**config.mk**
```make
export PLATFORM = sky130hd
export DESIGN_NAME = hazard_ctrl_flat
export DESIGN_NICKNAME = d
export VERILOG_FILES = /design/src/rtl/hazard_ctrl_if.sv /design/src/rtl/hazard_ctrl.sv /design/src/flat_wrapper.sv
export SDC_FILE = /design/constraint.sdc
export NUM_CORES = 1
export LEC_CHECK = 0
export CAP_MARGIN = 0
export CORE_MARGIN = 1
export CORE_UTILIZATION = 39
export CTS_CLUSTER_DIAMETER = 50
export CTS_CLUSTER_SIZE = 24
export DETAILED_ROUTE_END_ITERATION = 6
export MAX_ROUTING_LAYER = met4
export PLACE_DENSITY = 0.84
export RECOVER_POWER = 50
export SETUP_SLACK_MARGIN = 0.1
export SLEW_MARGIN = 30
export SYNTH_ARGS = -nofsm -noshare
export SYNTH_HDL_FRONTEND = slang
export SYNTH_SLANG_ARGS = --single-unit
```
**constraint.sdc**
```tcl
create_clock -name clk -period 2.4 [get_ports clk]
set_input_delay 0.24 -clock clk [delete_from_list [all_inputs] [get_ports clk]]
set_output_delay 0.24 -clock clk [all_outputs]
set_load 0.03 [all_outputs]
```
**src/rtl/hazard_ctrl_if.sv**
```systemverilog
`default_nettype none
// +--------------------------------------------------------------------+
// | hazard_ctrl_if - ID/EX/MEM hazard inputs and stall/flush controls   |
// | Rev 1.0                                                            |
// +--------------------------------------------------------------------+
interface hazard_ctrl_if
`ifdef HAZARD_STATS_EN
  #(parameter int CNT_W = 32)
`endif
  ;
  logic [4:0] registerRsID;
  logic [4:0] registerRtID;
  logic       usesRsID;
  logic       usesRtID;
  logic       isBranchID;
  logic       branchTakenID;
  logic       jumpID;
  logic       mdStartID;
  logic       mdReadID;
  logic [4:0] registerRdEX;
  logic       regWriteEX;
  logic       memReadEX;
  logic [4:0] registerRdMEM;
  logic       memReadMEM;
  logic       pcWrite;
  logic       ifidWrite;
  logic       ifidFlush;
  logic       idexFlush;
  logic       mdBusy;
  logic       mdAccept;
`ifdef HAZARD_STATS_EN
  logic [CNT_W-1:0] stallCount;
  logic [CNT_W-1:0] flushCount;
`endif

  modport slave (
    input  registerRsID, registerRtID, usesRsID, usesRtID,
    input  isBranchID, branchTakenID, jumpID, mdStartID, mdReadID,
    input  registerRdEX, regWriteEX, memReadEX, registerRdMEM, memReadMEM,
`ifdef HAZARD_STATS_EN
    output stallCount, flushCount,
`endif
    output pcWrite, ifidWrite, ifidFlush, idexFlush, mdBusy, mdAccept
  );

  modport master (
    output registerRsID, registerRtID, usesRsID, usesRtID,
    output isBranchID, branchTakenID, jumpID, mdStartID, mdReadID,
    output registerRdEX, regWriteEX, memReadEX, registerRdMEM, memReadMEM,
`ifdef HAZARD_STATS_EN
    input  stallCount, flushCount,
`endif
    input  pcWrite, ifidWrite, ifidFlush, idexFlush, mdBusy, mdAccept
  );
endinterface
`default_nettype wire

```
**src/rtl/hazard_ctrl.sv**
```systemverilog
`default_nettype none
// +--------------------------------------------------------------------+
// | hazard_ctrl - MIPS stall/flush sequencer with mult/div occupancy;  |
// | HAZARD_STATS_EN adds stall/flush counters.            Rev 1.0      |
// +--------------------------------------------------------------------+
module hazard_ctrl #(
  parameter int MD_LATENCY = 4
`ifdef HAZARD_STATS_EN
  , parameter int CNT_W = 32
`endif
) (
  input  logic          clk,
  input  logic          reset,
  hazard_ctrl_if.slave  bus
);

  typedef enum logic [0:0] {
    S_IDLE = 1'b0,
    S_BUSY = 1'b1
  } md_state_t;

  localparam logic [3:0] c_MD_LAT = 4'(MD_LATENCY);

  md_state_t  r_state;
  md_state_t  w_state_nxt;
  logic [3:0] r_cnt;
  logic [3:0] w_cnt_nxt;

  logic w_matchEX;
  logic w_matchMEM;
  logic w_loadUse;
  logic w_brEX;
  logic w_brLoad;
  logic w_mdHaz;
  logic w_stall;
  logic w_mdBusy;
  logic w_mdAccept;
  logic w_ifidFlush;

  // Register 0 is hardwired, so a write to it never creates a dependency.
  assign w_matchEX  = (bus.registerRdEX != 5'd0) &&
                      ((bus.usesRsID && (bus.registerRdEX == bus.registerRsID)) ||
                       (bus.usesRtID && (bus.registerRdEX == bus.registerRtID)));
  assign w_matchMEM = (bus.registerRdMEM != 5'd0) &&
                      ((bus.usesRsID && (bus.registerRdMEM == bus.registerRsID)) ||
                       (bus.usesRtID && (bus.registerRdMEM == bus.registerRtID)));

  assign w_loadUse  = bus.memReadEX && w_matchEX;
  assign w_brEX     = bus.isBranchID && bus.regWriteEX && w_matchEX;
  assign w_brLoad   = bus.isBranchID && bus.memReadMEM && w_matchMEM;
  assign w_mdBusy   = (r_state == S_BUSY);
  assign w_mdHaz    = w_mdBusy && (bus.mdStartID || bus.mdReadID);
  assign w_stall    = w_loadUse || w_brEX || w_brLoad || w_mdHaz;
  assign w_mdAccept = bus.mdStartID && !w_stall;

  // A stalled branch/jump has not resolved yet, so it must not squash IF.
  assign w_ifidFlush = !w_stall &&
                       ((bus.branchTakenID && bus.isBranchID) || bus.jumpID);

  assign bus.pcWrite   = !w_stall;
  assign bus.ifidWrite = !w_stall;
  assign bus.idexFlush = w_stall;
  assign bus.ifidFlush = w_ifidFlush;
  assign bus.mdBusy    = w_mdBusy;
  assign bus.mdAccept  = w_mdAccept;

  always_ff @(posedge clk or posedge reset) begin
    if (reset) begin
      r_state <= S_IDLE;
      r_cnt   <= 4'd0;
    end else begin
      r_state <= w_state_nxt;
      r_cnt   <= w_cnt_nxt;
    end
  end

  always_comb begin
    w_state_nxt = r_state;
    w_cnt_nxt   = r_cnt;
    case (r_state)
      S_IDLE: begin
        if (w_mdAccept) begin
          w_state_nxt = S_BUSY;
          w_cnt_nxt   = c_MD_LAT;
        end
      end
      S_BUSY: begin
        if (r_cnt == 4'd1) begin
          w_state_nxt = S_IDLE;
          w_cnt_nxt   = 4'd0;
        end else begin
          w_cnt_nxt   = r_cnt - 4'd1;
        end
      end
      default: begin
        w_state_nxt = S_IDLE;
        w_cnt_nxt   = 4'd0;
      end
    endcase
  end

`ifdef HAZARD_STATS_EN
  logic [CNT_W-1:0] r_stallCount;
  logic [CNT_W-1:0] r_flushCount;

  always_ff @(posedge clk or posedge reset) begin
    if (reset) begin
      r_stallCount <= '0;
      r_flushCount <= '0;
    end else begin
      if (w_stall)     r_stallCount <= r_stallCount + 1'b1;
      if (w_ifidFlush) r_flushCount <= r_flushCount + 1'b1;
    end
  end

  assign bus.stallCount = r_stallCount;
  assign bus.flushCount = r_flushCount;
`endif

endmodule
`default_nettype wire

```
**src/flat_wrapper.sv**
```systemverilog
// flat-port wrapper written by rule: the top's interface ports become plain ports
module hazard_ctrl_flat 
#(
  parameter int MD_LATENCY = 4

)
  (clk, reset, bus_registerRsID, bus_registerRtID, bus_usesRsID, bus_usesRtID, bus_isBranchID, bus_branchTakenID, bus_jumpID, bus_mdStartID, bus_mdReadID, bus_registerRdEX, bus_regWriteEX, bus_memReadEX, bus_registerRdMEM, bus_memReadMEM, bus_pcWrite, bus_ifidWrite, bus_ifidFlush, bus_idexFlush, bus_mdBusy, bus_mdAccept);
  hazard_ctrl_if bus_i ();
  input  logic clk;
  input  logic reset;
  input wire logic [$bits(bus_i.registerRsID)-1:0] bus_registerRsID;
  input wire logic [$bits(bus_i.registerRtID)-1:0] bus_registerRtID;
  input wire logic [$bits(bus_i.usesRsID)-1:0] bus_usesRsID;
  input wire logic [$bits(bus_i.usesRtID)-1:0] bus_usesRtID;
  input wire logic [$bits(bus_i.isBranchID)-1:0] bus_isBranchID;
  input wire logic [$bits(bus_i.branchTakenID)-1:0] bus_branchTakenID;
  input wire logic [$bits(bus_i.jumpID)-1:0] bus_jumpID;
  input wire logic [$bits(bus_i.mdStartID)-1:0] bus_mdStartID;
  input wire logic [$bits(bus_i.mdReadID)-1:0] bus_mdReadID;
  input wire logic [$bits(bus_i.registerRdEX)-1:0] bus_registerRdEX;
  input wire logic [$bits(bus_i.regWriteEX)-1:0] bus_regWriteEX;
  input wire logic [$bits(bus_i.memReadEX)-1:0] bus_memReadEX;
  input wire logic [$bits(bus_i.registerRdMEM)-1:0] bus_registerRdMEM;
  input wire logic [$bits(bus_i.memReadMEM)-1:0] bus_memReadMEM;
  output wire logic [$bits(bus_i.pcWrite)-1:0] bus_pcWrite;
  output wire logic [$bits(bus_i.ifidWrite)-1:0] bus_ifidWrite;
  output wire logic [$bits(bus_i.ifidFlush)-1:0] bus_ifidFlush;
  output wire logic [$bits(bus_i.idexFlush)-1:0] bus_idexFlush;
  output wire logic [$bits(bus_i.mdBusy)-1:0] bus_mdBusy;
  output wire logic [$bits(bus_i.mdAccept)-1:0] bus_mdAccept;
  assign bus_i.registerRsID = bus_registerRsID;
  assign bus_i.registerRtID = bus_registerRtID;
  assign bus_i.usesRsID = bus_usesRsID;
  assign bus_i.usesRtID = bus_usesRtID;
  assign bus_i.isBranchID = bus_isBranchID;
  assign bus_i.branchTakenID = bus_branchTakenID;
  assign bus_i.jumpID = bus_jumpID;
  assign bus_i.mdStartID = bus_mdStartID;
  assign bus_i.mdReadID = bus_mdReadID;
  assign bus_i.registerRdEX = bus_registerRdEX;
  assign bus_i.regWriteEX = bus_regWriteEX;
  assign bus_i.memReadEX = bus_memReadEX;
  assign bus_i.registerRdMEM = bus_registerRdMEM;
  assign bus_i.memReadMEM = bus_memReadMEM;
  assign bus_pcWrite = bus_i.pcWrite;
  assign bus_ifidWrite = bus_i.ifidWrite;
  assign bus_ifidFlush = bus_i.ifidFlush;
  assign bus_idexFlush = bus_i.idexFlush;
  assign bus_mdBusy = bus_i.mdBusy;
  assign bus_mdAccept = bus_i.mdAccept;
  hazard_ctrl #(.MD_LATENCY(MD_LATENCY)) u_core (.clk(clk), .reset(reset), .bus(bus_i));
endmodule
```
==> flow_summary.yaml <==
run_status:
  status: "finished clean"
worst_setup_path:
  reg2reg_setup_slack_ns: 1.11
  startpoint_type: "primary input"
  critical_path_arrival_ns: 1.99
  worst_ep_required_time_ns: 2.16
  critical_path_class: "in -> out"
  cp-end-kind: "output port"
  crit_start: "bus_registerRdMEM[0]"
  rr_endpoint: "u_core.r_cnt[2]$_DFFE_PP0P_"
  r2r_cells: 5
  crit_fanout: 6
  regToRegStartpoint: "u_core.r_cnt[0]$_DFFE_PP0P_"
sta:
  whs_ns: 0.320
  fin_crit_sh: 0.928
  post-route-worst-setup-slack_ns: 0.174
  hold_viol_final: 0
  finalMaxSlewViolations: 0
  period_minus_slack_ns: 2.23
  fin_skew_ns: 0.0000529
  slew_headroom: 0.754
  fmax_ghz: 0.449
  rsz0062_at_grt: "false"
  setup_viol: 0
  tightest_slew_ns: 0.368
  fin_setup_tns_ns: 0
synthesis:
  yosysWarnings: 0
  yosys-top-cells-area: "xnor2_1 (28%), dfrtp_1 (20%), nand4_1 (5.1%), ha_1 (4.1%), inv_1 (3.7%)"
  synth_compound_area_frac: 0.209
  synthTopCellsByCount: "xnor2_1 (20), inv_1 (6), nand2_1 (6)"
  yosys.area_share.simple: 0.191
  synth_ff_type: "dfrtp_1"
  synth_area_per_cell_um2: 8.32
  netlist_instances: 74
  synth_xor_area_frac: 0.285
  synth_top_family_by_area: "XOR/XNOR gates"
  synth_seq_area_share: 0.203
  synth_area_um2: 616
  muxShareOfSynthArea: 0.0163
  synth_most_common_cell: "xnor2_1"
  ys_ff_latch: 5
  postSynth.asyncResetShare: 1.00
  yosysTopAreaCell: "xnor2_1"
  synth_edf_count: 0
  synthAdderAreaFrac: 0.0407
  synth.distinct_cells: 27
  synth_fp_nets: 108
  synth_top_cell_area_share: 0.285
route:
  postRouteWirelength_um: 1680
  drc: 0
  m1WireLength_um: 636
  vias: 713
  wl_met3_um: 84
  drtIter0Drc: 12
  vias_per_cell: 5.32
  wl_met2_um: 952
  drt.antenna.violating_nets: 0
  first_pass_iters: 3
  routed.top_layer: "met4"
  routedWlPerCell_um: 12.6
pwr:
  p_leak_uw: 0.000430
  vdd_ir_drop_max_uv: 331
  power.density_nw_per_um2: 612
layout:
  instances_no_fill: 134
  fin_nets: 154
  seq_area_um2: 125
  insertedDiodeCount: 0
  final_layout_size_suffix_gt1_frac: 0.143
  multi_input_area_um2: 457
  syn_to_final_growth_pct: 72.8
  finalInstanceArea_um2: 1060
  fill_cells: 97
clock_network:
  ctsHoldBuffers: 0
  htreeDepth: 1
  clockRootBuffer: "clkbuf_4"
  tritoncts: "built"
  cts_made_buffers: 3
  clk_path_buf_depth: 2
  clk_latency_ns: 0.25
  clk_pin_slew_ns: 0.04
  clkSinkCount: 5
placement:
  place_ws_ns: -0.0894
  place_inst: 128
  dp.final_hpwl_um: 1420
  place_congestion: 0.800
  portBuffers: 37
  placed_cell_area_um2: 1010
die:
  ios: 38
  die_w_um: 41.7
  fp.dieH_um: 41.7
  die_area_um2: 1740
  initial_core_util: 0.445
  row_count: 13
  core_um2: 1380
grt:
  grt_overflow_total: 0
  track_usage: 0.206
  grt_pass1_vias: 677
  grt_pass1_wl_um: 2700
  grt_max_degree: 15
  antenna_found_initial: 0
worst_hold_path:
  min_path_type: "in -> async"
flow_run:
  cap_viol_max_count: 0
## routing by layer
layer,track usage,vias up
met5,-,-
met4,0.0581,0
met3,0.0696,2
met2,0.381,31
met1,0.201,327
li1,-,353
## cell usage in the layout, fill, tap and decap left out, types with 2 or more instances in the layout
cell type        count
nor2b_1              2
a21oi_1              3
clkbuf_4             3
nand4_1              5
o21ai_0              2
dlygate4sd3_1        2
nor2_1               3
nand2_1              6
buf_4                8
buf_6                2
o22ai_1              2
clkdlybuf4s50_1     29
and2_2               2
dfrtp_1              5
xnor2_1             20
nor3_1               2
inv_1                6
ha_1                 2
## metrics by stage
stage	power, uW	utilization
final	651	0.769
after global routing	705	0.769
after CTS	648	0.754
after detailed placement	545	0.733
after global placement	534	0.733
after floorplan	401	-
## power by group
group	leakage, uW	total (uW)	internal (uW)	switching, uW
registers	0.0000580	174	124	49.9
clock network	0.0000150	100	63.0	37.2
logic	0.000357	377	194	183
total	0.000430	651	381	270
## flip-flops by register name (all words and copies together), names as in the netlist
signal	count
u_core.bus.mdBusy	1
u_core.r_cnt	4
## cells by family (layout without fill, tap and decap cells)
kind of cell             after synthesis  count (layout)
multiplexers                           1               1
AND/OR/NAND/NOR                       22              22
buffers and inverters                  8              53
flip-flops                             5               5
XOR/XNOR                              20              20
AO/OA/AOI/OAI                         16              16
adder cells (fa/ha/maj)                2               2
## layout make-up
cell class / count / share of cell area
timing repair buffer: 43 / 0.389
inverter: 6 / 0.0212
sequential: 5 / 0.118
multi-input combinational: 61 / 0.429
clock buffer: 4 / 0.0247
tap: 15 / 0.0176
## worst max-delay path by stage
stage	slack (ns)	to	depth (start not counted)
floorplan	0.52	bus_pcWrite	5
global placement	-0.07	bus_idexFlush	6
detailed placement	-0.09	bus_idexFlush	6
CTS	0.11	bus_ifidFlush	7
global route	0.10	bus_ifidFlush	7
finish	0.17	bus_ifidFlush	7
## critical path, stage by stage
cell and delay (ns):
clkdlybuf4s50_1 0.43, or3_1 0.37, o311a_1 0.33, a22oi_4 0.18
buf_6 0.13, and3b_1 0.17, buf_6 0.13
## what timing repair did
item                       in CTS  in global routing
pin swaps                       0                  1
setup buffers                   0                  2
gates resized for setup         2                  2
setup endpoints to repair       4                  5
Power figures use the tool's default switching activity.
